--- config.mk ---
export PLATFORM = sky130hd
export DESIGN_NAME = stim_serial_tx_flat
export DESIGN_NICKNAME = d
export VERILOG_FILES = /design/src/rtl/stim_serial_tx_if.sv /design/src/rtl/stim_serial_tx.sv /design/src/flat_wrapper.sv
export SDC_FILE = /design/constraint.sdc
export NUM_CORES = 1
export LEC_CHECK = 0
export CAP_MARGIN = 20
export CELL_PAD_IN_SITES_DETAIL_PLACEMENT = 2
export CELL_PAD_IN_SITES_GLOBAL_PLACEMENT = 2
export CORE_MARGIN = 2
export CORE_UTILIZATION = 34
export CTS_CLUSTER_SIZE = 8
export DETAILED_ROUTE_END_ITERATION = 7
export HOLD_SLACK_MARGIN = 0.05
export PLACE_DENSITY_LB_ADDON = 0.1
export SLEW_MARGIN = 20
export SYNTH_ARGS = -nofsm -noshare
export SYNTH_HDL_FRONTEND = slang
export SYNTH_SLANG_ARGS = --single-unit
--- constraint.sdc ---
create_clock -name clock_10 -period 3.1 [get_ports clock_10]
set_input_delay 0.62 -clock clock_10 [delete_from_list [all_inputs] [get_ports clock_10]]
set_output_delay 0.62 -clock clock_10 [all_outputs]
set_load 0.01 [all_outputs]
--- src/rtl/stim_serial_tx_if.sv ---
// Word handshake between the stimulus sequencer and the serial transmitter.
//   in_data   : word to send, sampled when in_valid && out_ready
//   in_valid  : sequencer has a word
//   out_ready : transmitter is idle and can take a word
// master = sequencer side, slave = transmitter side.
interface stim_serial_tx_if #(
    parameter int unsigned WIDTH = 8
) ();
    logic [WIDTH-1:0] in_data;
    logic             in_valid;
    logic             out_ready;

    modport master (
        output in_data,
        output in_valid,
        input  out_ready
    );

    modport slave (
        input  in_data,
        input  in_valid,
        output out_ready
    );
endinterface

--- src/rtl/stim_serial_tx.sv ---
// stim_serial_tx: bit-serial transmitter driving a DUT's 1-bit sampled input.
// Frames an accepted word as start bit, WIDTH data bits LSB first, optional
// even-parity bit, stop bit; every line bit is held for CLKS_PER_BIT cycles.
//
// Optional feature: define STIM_TX_PARITY_EN to insert a PARITY state
// between DATA and STOP.
//
// Ports:
//   clock_10   : clock, rising edge
//   clock_12   : synchronous active-high reset
//   bus        : slave side of the word handshake (in_data/in_valid/out_ready)
//   out_serial : registered serial line
//   out_busy   : registered, high while a frame is in progress
//   out_done   : registered, one-cycle pulse on the last stop-bit cycle
module stim_serial_tx #(
    parameter int unsigned WIDTH        = 8,
    parameter int unsigned CLKS_PER_BIT = 4,
    parameter logic        IDLE_LEVEL   = 1'b1
) (
    input  logic                  clock_10,
    input  logic                  clock_12,
    stim_serial_tx_if.slave       bus,
    output logic                  out_serial,
    output logic                  out_busy,
    output logic                  out_done
);

    localparam int unsigned CNT_W = (CLKS_PER_BIT > 1) ? $clog2(CLKS_PER_BIT) : 1;
    localparam int unsigned BIT_W = (WIDTH > 1) ? $clog2(WIDTH) : 1;
    localparam logic [CNT_W-1:0] CNT_LAST = CNT_W'(CLKS_PER_BIT - 1);
    localparam logic [BIT_W-1:0] BIT_LAST = BIT_W'(WIDTH - 1);

`ifdef STIM_TX_PARITY_EN
    typedef enum logic [2:0] {
        IDLE   = 3'd0,
        START  = 3'd1,
        DATA   = 3'd2,
        PARITY = 3'd3,
        STOP   = 3'd4
    } state_t;
`else
    typedef enum logic [1:0] {
        IDLE  = 2'd0,
        START = 2'd1,
        DATA  = 2'd2,
        STOP  = 2'd3
    } state_t;
`endif

    state_t             state_q, state_d;
    logic [CNT_W-1:0]   cnt_q, cnt_d;
    logic [BIT_W-1:0]   bit_q, bit_d;
    logic [WIDTH-1:0]   shift_q, shift_d;
    logic               serial_q, serial_d;
    logic               ready_q, ready_d;
    logic               busy_q, busy_d;
    logic               done_q, done_d;
`ifdef STIM_TX_PARITY_EN
    logic               parity_q, parity_d;
`endif

    logic               cnt_wrap_c;
    logic               accept_c;

    assign cnt_wrap_c = (cnt_q == CNT_LAST);
    assign accept_c   = bus.in_valid && ready_q;

    // State register and registered outputs
    always_ff @(posedge clock_10) begin
        if (clock_12) begin
            state_q  <= IDLE;
            cnt_q    <= '0;
            bit_q    <= '0;
            shift_q  <= '0;
            serial_q <= IDLE_LEVEL;
            ready_q  <= 1'b1;
            busy_q   <= 1'b0;
            done_q   <= 1'b0;
`ifdef STIM_TX_PARITY_EN
            parity_q <= 1'b0;
`endif
        end else begin
            state_q  <= state_d;
            cnt_q    <= cnt_d;
            bit_q    <= bit_d;
            shift_q  <= shift_d;
            serial_q <= serial_d;
            ready_q  <= ready_d;
            busy_q   <= busy_d;
            done_q   <= done_d;
`ifdef STIM_TX_PARITY_EN
            parity_q <= parity_d;
`endif
        end
    end

    // Next-state, counters and datapath
    always_comb begin
        state_d  = state_q;
        cnt_d    = cnt_q;
        bit_d    = bit_q;
        shift_d  = shift_q;
`ifdef STIM_TX_PARITY_EN
        parity_d = parity_q;
`endif

        unique case (state_q)
            IDLE: begin
                if (accept_c) begin
                    state_d  = START;
                    cnt_d    = '0;
                    bit_d    = '0;
                    shift_d  = bus.in_data;
`ifdef STIM_TX_PARITY_EN
                    parity_d = ^bus.in_data;
`endif
                end
            end

            START: begin
                if (cnt_wrap_c) begin
                    state_d = DATA;
                    cnt_d   = '0;
                end else begin
                    cnt_d = cnt_q + CNT_W'(1);
                end
            end

            DATA: begin
                if (cnt_wrap_c) begin
                    cnt_d   = '0;
                    shift_d = shift_q >> 1;
                    if (bit_q == BIT_LAST) begin
                        bit_d = '0;
`ifdef STIM_TX_PARITY_EN
                        state_d = PARITY;
`else
                        state_d = STOP;
`endif
                    end else begin
                        bit_d = bit_q + BIT_W'(1);
                    end
                end else begin
                    cnt_d = cnt_q + CNT_W'(1);
                end
            end

`ifdef STIM_TX_PARITY_EN
            PARITY: begin
                if (cnt_wrap_c) begin
                    state_d = STOP;
                    cnt_d   = '0;
                end else begin
                    cnt_d = cnt_q + CNT_W'(1);
                end
            end
`endif

            STOP: begin
                if (cnt_wrap_c) begin
                    state_d = IDLE;
                    cnt_d   = '0;
                end else begin
                    cnt_d = cnt_q + CNT_W'(1);
                end
            end

            default: begin
                state_d = IDLE;
                cnt_d   = '0;
                bit_d   = '0;
            end
        endcase
    end

    // Output next values derived from the upcoming state so the line is registered
    always_comb begin
        serial_d = IDLE_LEVEL;
        ready_d  = (state_d == IDLE);
        busy_d   = (state_d != IDLE);
        // Done lands on the final stop cycle: entering STOP's last count
        done_d   = (state_d == STOP) && (cnt_d == CNT_LAST);

        unique case (state_d)
            IDLE:    serial_d = IDLE_LEVEL;
            START:   serial_d = ~IDLE_LEVEL;
            DATA:    serial_d = shift_d[0];
`ifdef STIM_TX_PARITY_EN
            PARITY:  serial_d = parity_d;
`endif
            STOP:    serial_d = IDLE_LEVEL;
            default: serial_d = IDLE_LEVEL;
        endcase
    end

    assign bus.out_ready = ready_q;
    assign out_serial    = serial_q;
    assign out_busy      = busy_q;
    assign out_done      = done_q;

endmodule
--- src/flat_wrapper.sv ---
// flat-port wrapper written by rule: the top's interface ports become plain ports
module stim_serial_tx_flat 
#(
    parameter int unsigned WIDTH        = 8,
    parameter int unsigned CLKS_PER_BIT = 4,
    parameter logic        IDLE_LEVEL   = 1'b1
)
  (clock_10, clock_12, out_serial, out_busy, out_done, bus_in_data, bus_in_valid, bus_out_ready);
  stim_serial_tx_if #(.WIDTH(WIDTH)) bus_i ();
  input  logic clock_10;
  input  logic clock_12;
  output logic out_serial;
  output logic out_busy;
  output logic out_done;
  input wire logic [$bits(bus_i.in_data)-1:0] bus_in_data;
  input wire logic [$bits(bus_i.in_valid)-1:0] bus_in_valid;
  output wire logic [$bits(bus_i.out_ready)-1:0] bus_out_ready;
  assign bus_i.in_data = bus_in_data;
  assign bus_i.in_valid = bus_in_valid;
  assign bus_out_ready = bus_i.out_ready;
  stim_serial_tx #(.WIDTH(WIDTH), .CLKS_PER_BIT(CLKS_PER_BIT), .IDLE_LEVEL(IDLE_LEVEL)) u_core (.clock_10(clock_10), .clock_12(clock_12), .bus(bus_i), .out_serial(out_serial), .out_busy(out_busy), .out_done(out_done));
endmodule
==> qor.txt <==
mean area per synthesized cell = 9.654 sq um
Filler Cell Count = 293
PwrDens = 438.2 mW/mm^2
Synth Area in XOR/XNOR = 0.009550
Worst slew margin = 0.5600
Worst-Skew Late Latency = 300 ps
antenna violations before repair = 0
CORE AREA = 0.002522 sq mm
flops & latches, synth = 19
final HPWL from detailed placement = 1476 microns
# rows = 18
Vias = 705
Clock Tree Buf Depth = 2
CTS buffer count = 3
CP endpoint = u_core.out_serial
io pins = 15
FMAX = 481.5 MHz
startpoint types = input pin
CP Capture Type = register
static leakage = 0.4298 nW
nets = 126
Total Routed Length = 2002 microns
Post-Synth Simple-Gate Area = 0.2251
Die W = 55.94 microns
detailed router's first-iteration violation count = 7
die height = 55.94 microns
# setup viols final = 0
worst hold slack = 461.4 ps
Reg2Reg Capture Point = u_core.out_serial
GP Congestion = 0.6627
drt drc = 0
Synth Net Count = 113
I/O Buffers = 14
CTS root buffer = clkbuf_4
Slew Viols, Final = 0
largest family of logic cells by synthesized area = simple AND/OR/NAND/NOR gates
worst flop-to-flop path startpoint = u_core.cnt_q[0]
CP arrival = 2270 ps
sequential cell area fraction in the yosys report = 0.4147
post-synthesis compound-gate area fraction = 0.1528
Yosys cell types = 27
post-CTS setup buffers = 0
Peak VDD IR = 0.0002514 V
DRT antenna net count = 0
R2R Setup Slk = 1070 ps
grt total ovfl = 0
Reg2Reg Depth = 7
Sink Count = 19
Layout Utilization = 0.4241
Final Worst Setup Slack = 1023 ps
Reg clk slew, reported paths = 100 ps
setup TNS = 0 ps
total power = 468.8 uW
Hold/Removal Path Class = register to register
WS Path Type = input pin to register
ant diodes = 0
min Tclk post-route = 2077 ps
count leader, synth = dfxtp_1
max cap viols = 0
layout cells sized above 1 = 0.08411
Gate Count Post-Synth = 95
CTS tree = yes
Primary FF master, synth = dfxtp_1
post-synthesis mux area share = 0.02183
EDFF count, synth = 0
Synth top cells by count = 19 x dfxtp_1, 11 x nand2_1, 9 x a21oi_1, 8 x nor2_1
drt wl/cell = 14.61 microns
Vias per Instance = 5.146
H-tree depth = 1
area share of the largest cell type after synthesis = 0.4147
final-report hold violation count = 0
Synth async-reset ratio = 0
first-pass GRT wire length = 3436 microns
post-synthesis adder-cell area fraction = 0.09550
largest net degree at the start of global routing = 18
Worst Skew = 2.532 ps
Tightest Pin Transition = 658.0 ps
Worst Path Required = 3290 ps
Die ar. = 0.003129 sq mm
Worst Path Max Fanout = 4
synthesis-to-layout area growth = 16.64%
ranking of synthesized cells by area = dfxtp_1 41%, ha_1 9.5%, a22oi_1 5.7%
Initial Util = 0.3636
hold_buf cts = 0
Ys Warns = 0
DRT Pass-1 Iters = 4
status = completed
total track usage = 0.1426
Synth area leader = dfxtp_1
cell area after synthesis = 917.1 sq um
final period utilization = 0.6699
pre-CTS WS = 681.0 ps
CP Launch Point = bus_in_valid
number of global-route vias before repair = 760
RSZ-0062 raised after global routing = false
# resized after CTS = 0
-- cells by family after synthesis --
kind of cell,count (synthesis)
compound gates,22
fa+ha+maj,7
flops,19
buf+inv,11
simple gates,33
xor+xnor,1
mux,2
-- layout make-up --
type,count,area (sq um),area share
flip-flops and latches,19,380.4,0.3556
clock buffers,4,26.28,0.02456
inverters,4,15.01,0.01404
well taps,30,37.54,0.03509
repair buffers,15,147.6,0.1380
multi-input cells,65,462.9,0.4327
-- how the worst min path moves through the flow --
stage	start	to	slack, ps	cells past startpoint
after floorplan	u_core.shift_q[2]	u_core.shift_q[2]	430	2
after global placement	u_core.shift_q[3]	u_core.shift_q[3]	440	2
after detailed placement	u_core.shift_q[3]	u_core.shift_q[3]	450	2
after CTS	u_core.shift_q[3]	u_core.shift_q[3]	470	2
after global routing	u_core.shift_q[3]	u_core.shift_q[3]	490	2
final	u_core.shift_q[6]	u_core.shift_q[6]	460	2
-- registers in the layout (all words and copies together) (netlist names) --
name / count
u_core.shift_q: 8
u_core.bit_q: 3
u_core.cnt_q: 2
u_core.state_q: 2
u_core.bus.out_ready: 1
u_core.out_busy: 1
u_core.out_done: 1
u_core.out_serial: 1
-- where the power goes --
part           switching [mW]  total [mW]  internal, mW
clock network          0.0750       0.125        0.0502
registers             0.00985       0.267         0.257
logic                  0.0361      0.0764        0.0403
-- layout by cell type, fill, tap and decap left out --
| cell type | instances |
|---|---|
| nand2_1 | 11 |
| nor2_8 | 1 |
| mux2i_1 | 2 |
| nor4bb_2 | 1 |
| a311o_1 | 1 |
| xor2_1 | 1 |
| o21ai_2 | 1 |
| a21oi_1 | 9 |
| nor2b_1 | 1 |
| o21ai_0 | 2 |
| a31oi_1 | 1 |
| clkbuf_1 | 1 |
| o211ai_1 | 1 |
| a22oi_1 | 7 |
| clkdlybuf4s50_1 | 14 |
| nor3_1 | 1 |
| and3b_1 | 2 |
| nand3_1 | 1 |
| ha_1 | 7 |
| or2_1 | 1 |
| nor2_1 | 8 |
| buf_4 | 1 |
| nor2b_4 | 1 |
| dfxtp_1 | 19 |
| inv_1 | 4 |
| nand4b_1 | 4 |
| clkbuf_4 | 3 |
| nor3_2 | 1 |
-- worst max-delay path, stage by stage --
cell             delay, ps
clkdlybuf4s50_1        470
nand2_1                100
o21ai_0                160
o21ai_0                200
ha_1                   360
nor2_1                  40
a311o_1                310
-- per-layer routing --
layer	track usage	vias to the layer above	part of all wire
met5	0	-	0
met4	0.04082	0	0.013
met3	0.04884	4	0.029
met2	0.2449	9	0.48
met1	0.1683	334	0.47
li1	-	358	-
-- stage by stage --
step           area, sq um  std cells
2_1_floorplan        917.1         95
3_3_place_gp          1044        133
3_5_place_dp          1044        133
4_1_cts               1070        137
5_1_grt               1070        137
6_report              1070        137
Power figures use the tool's default switching activity.
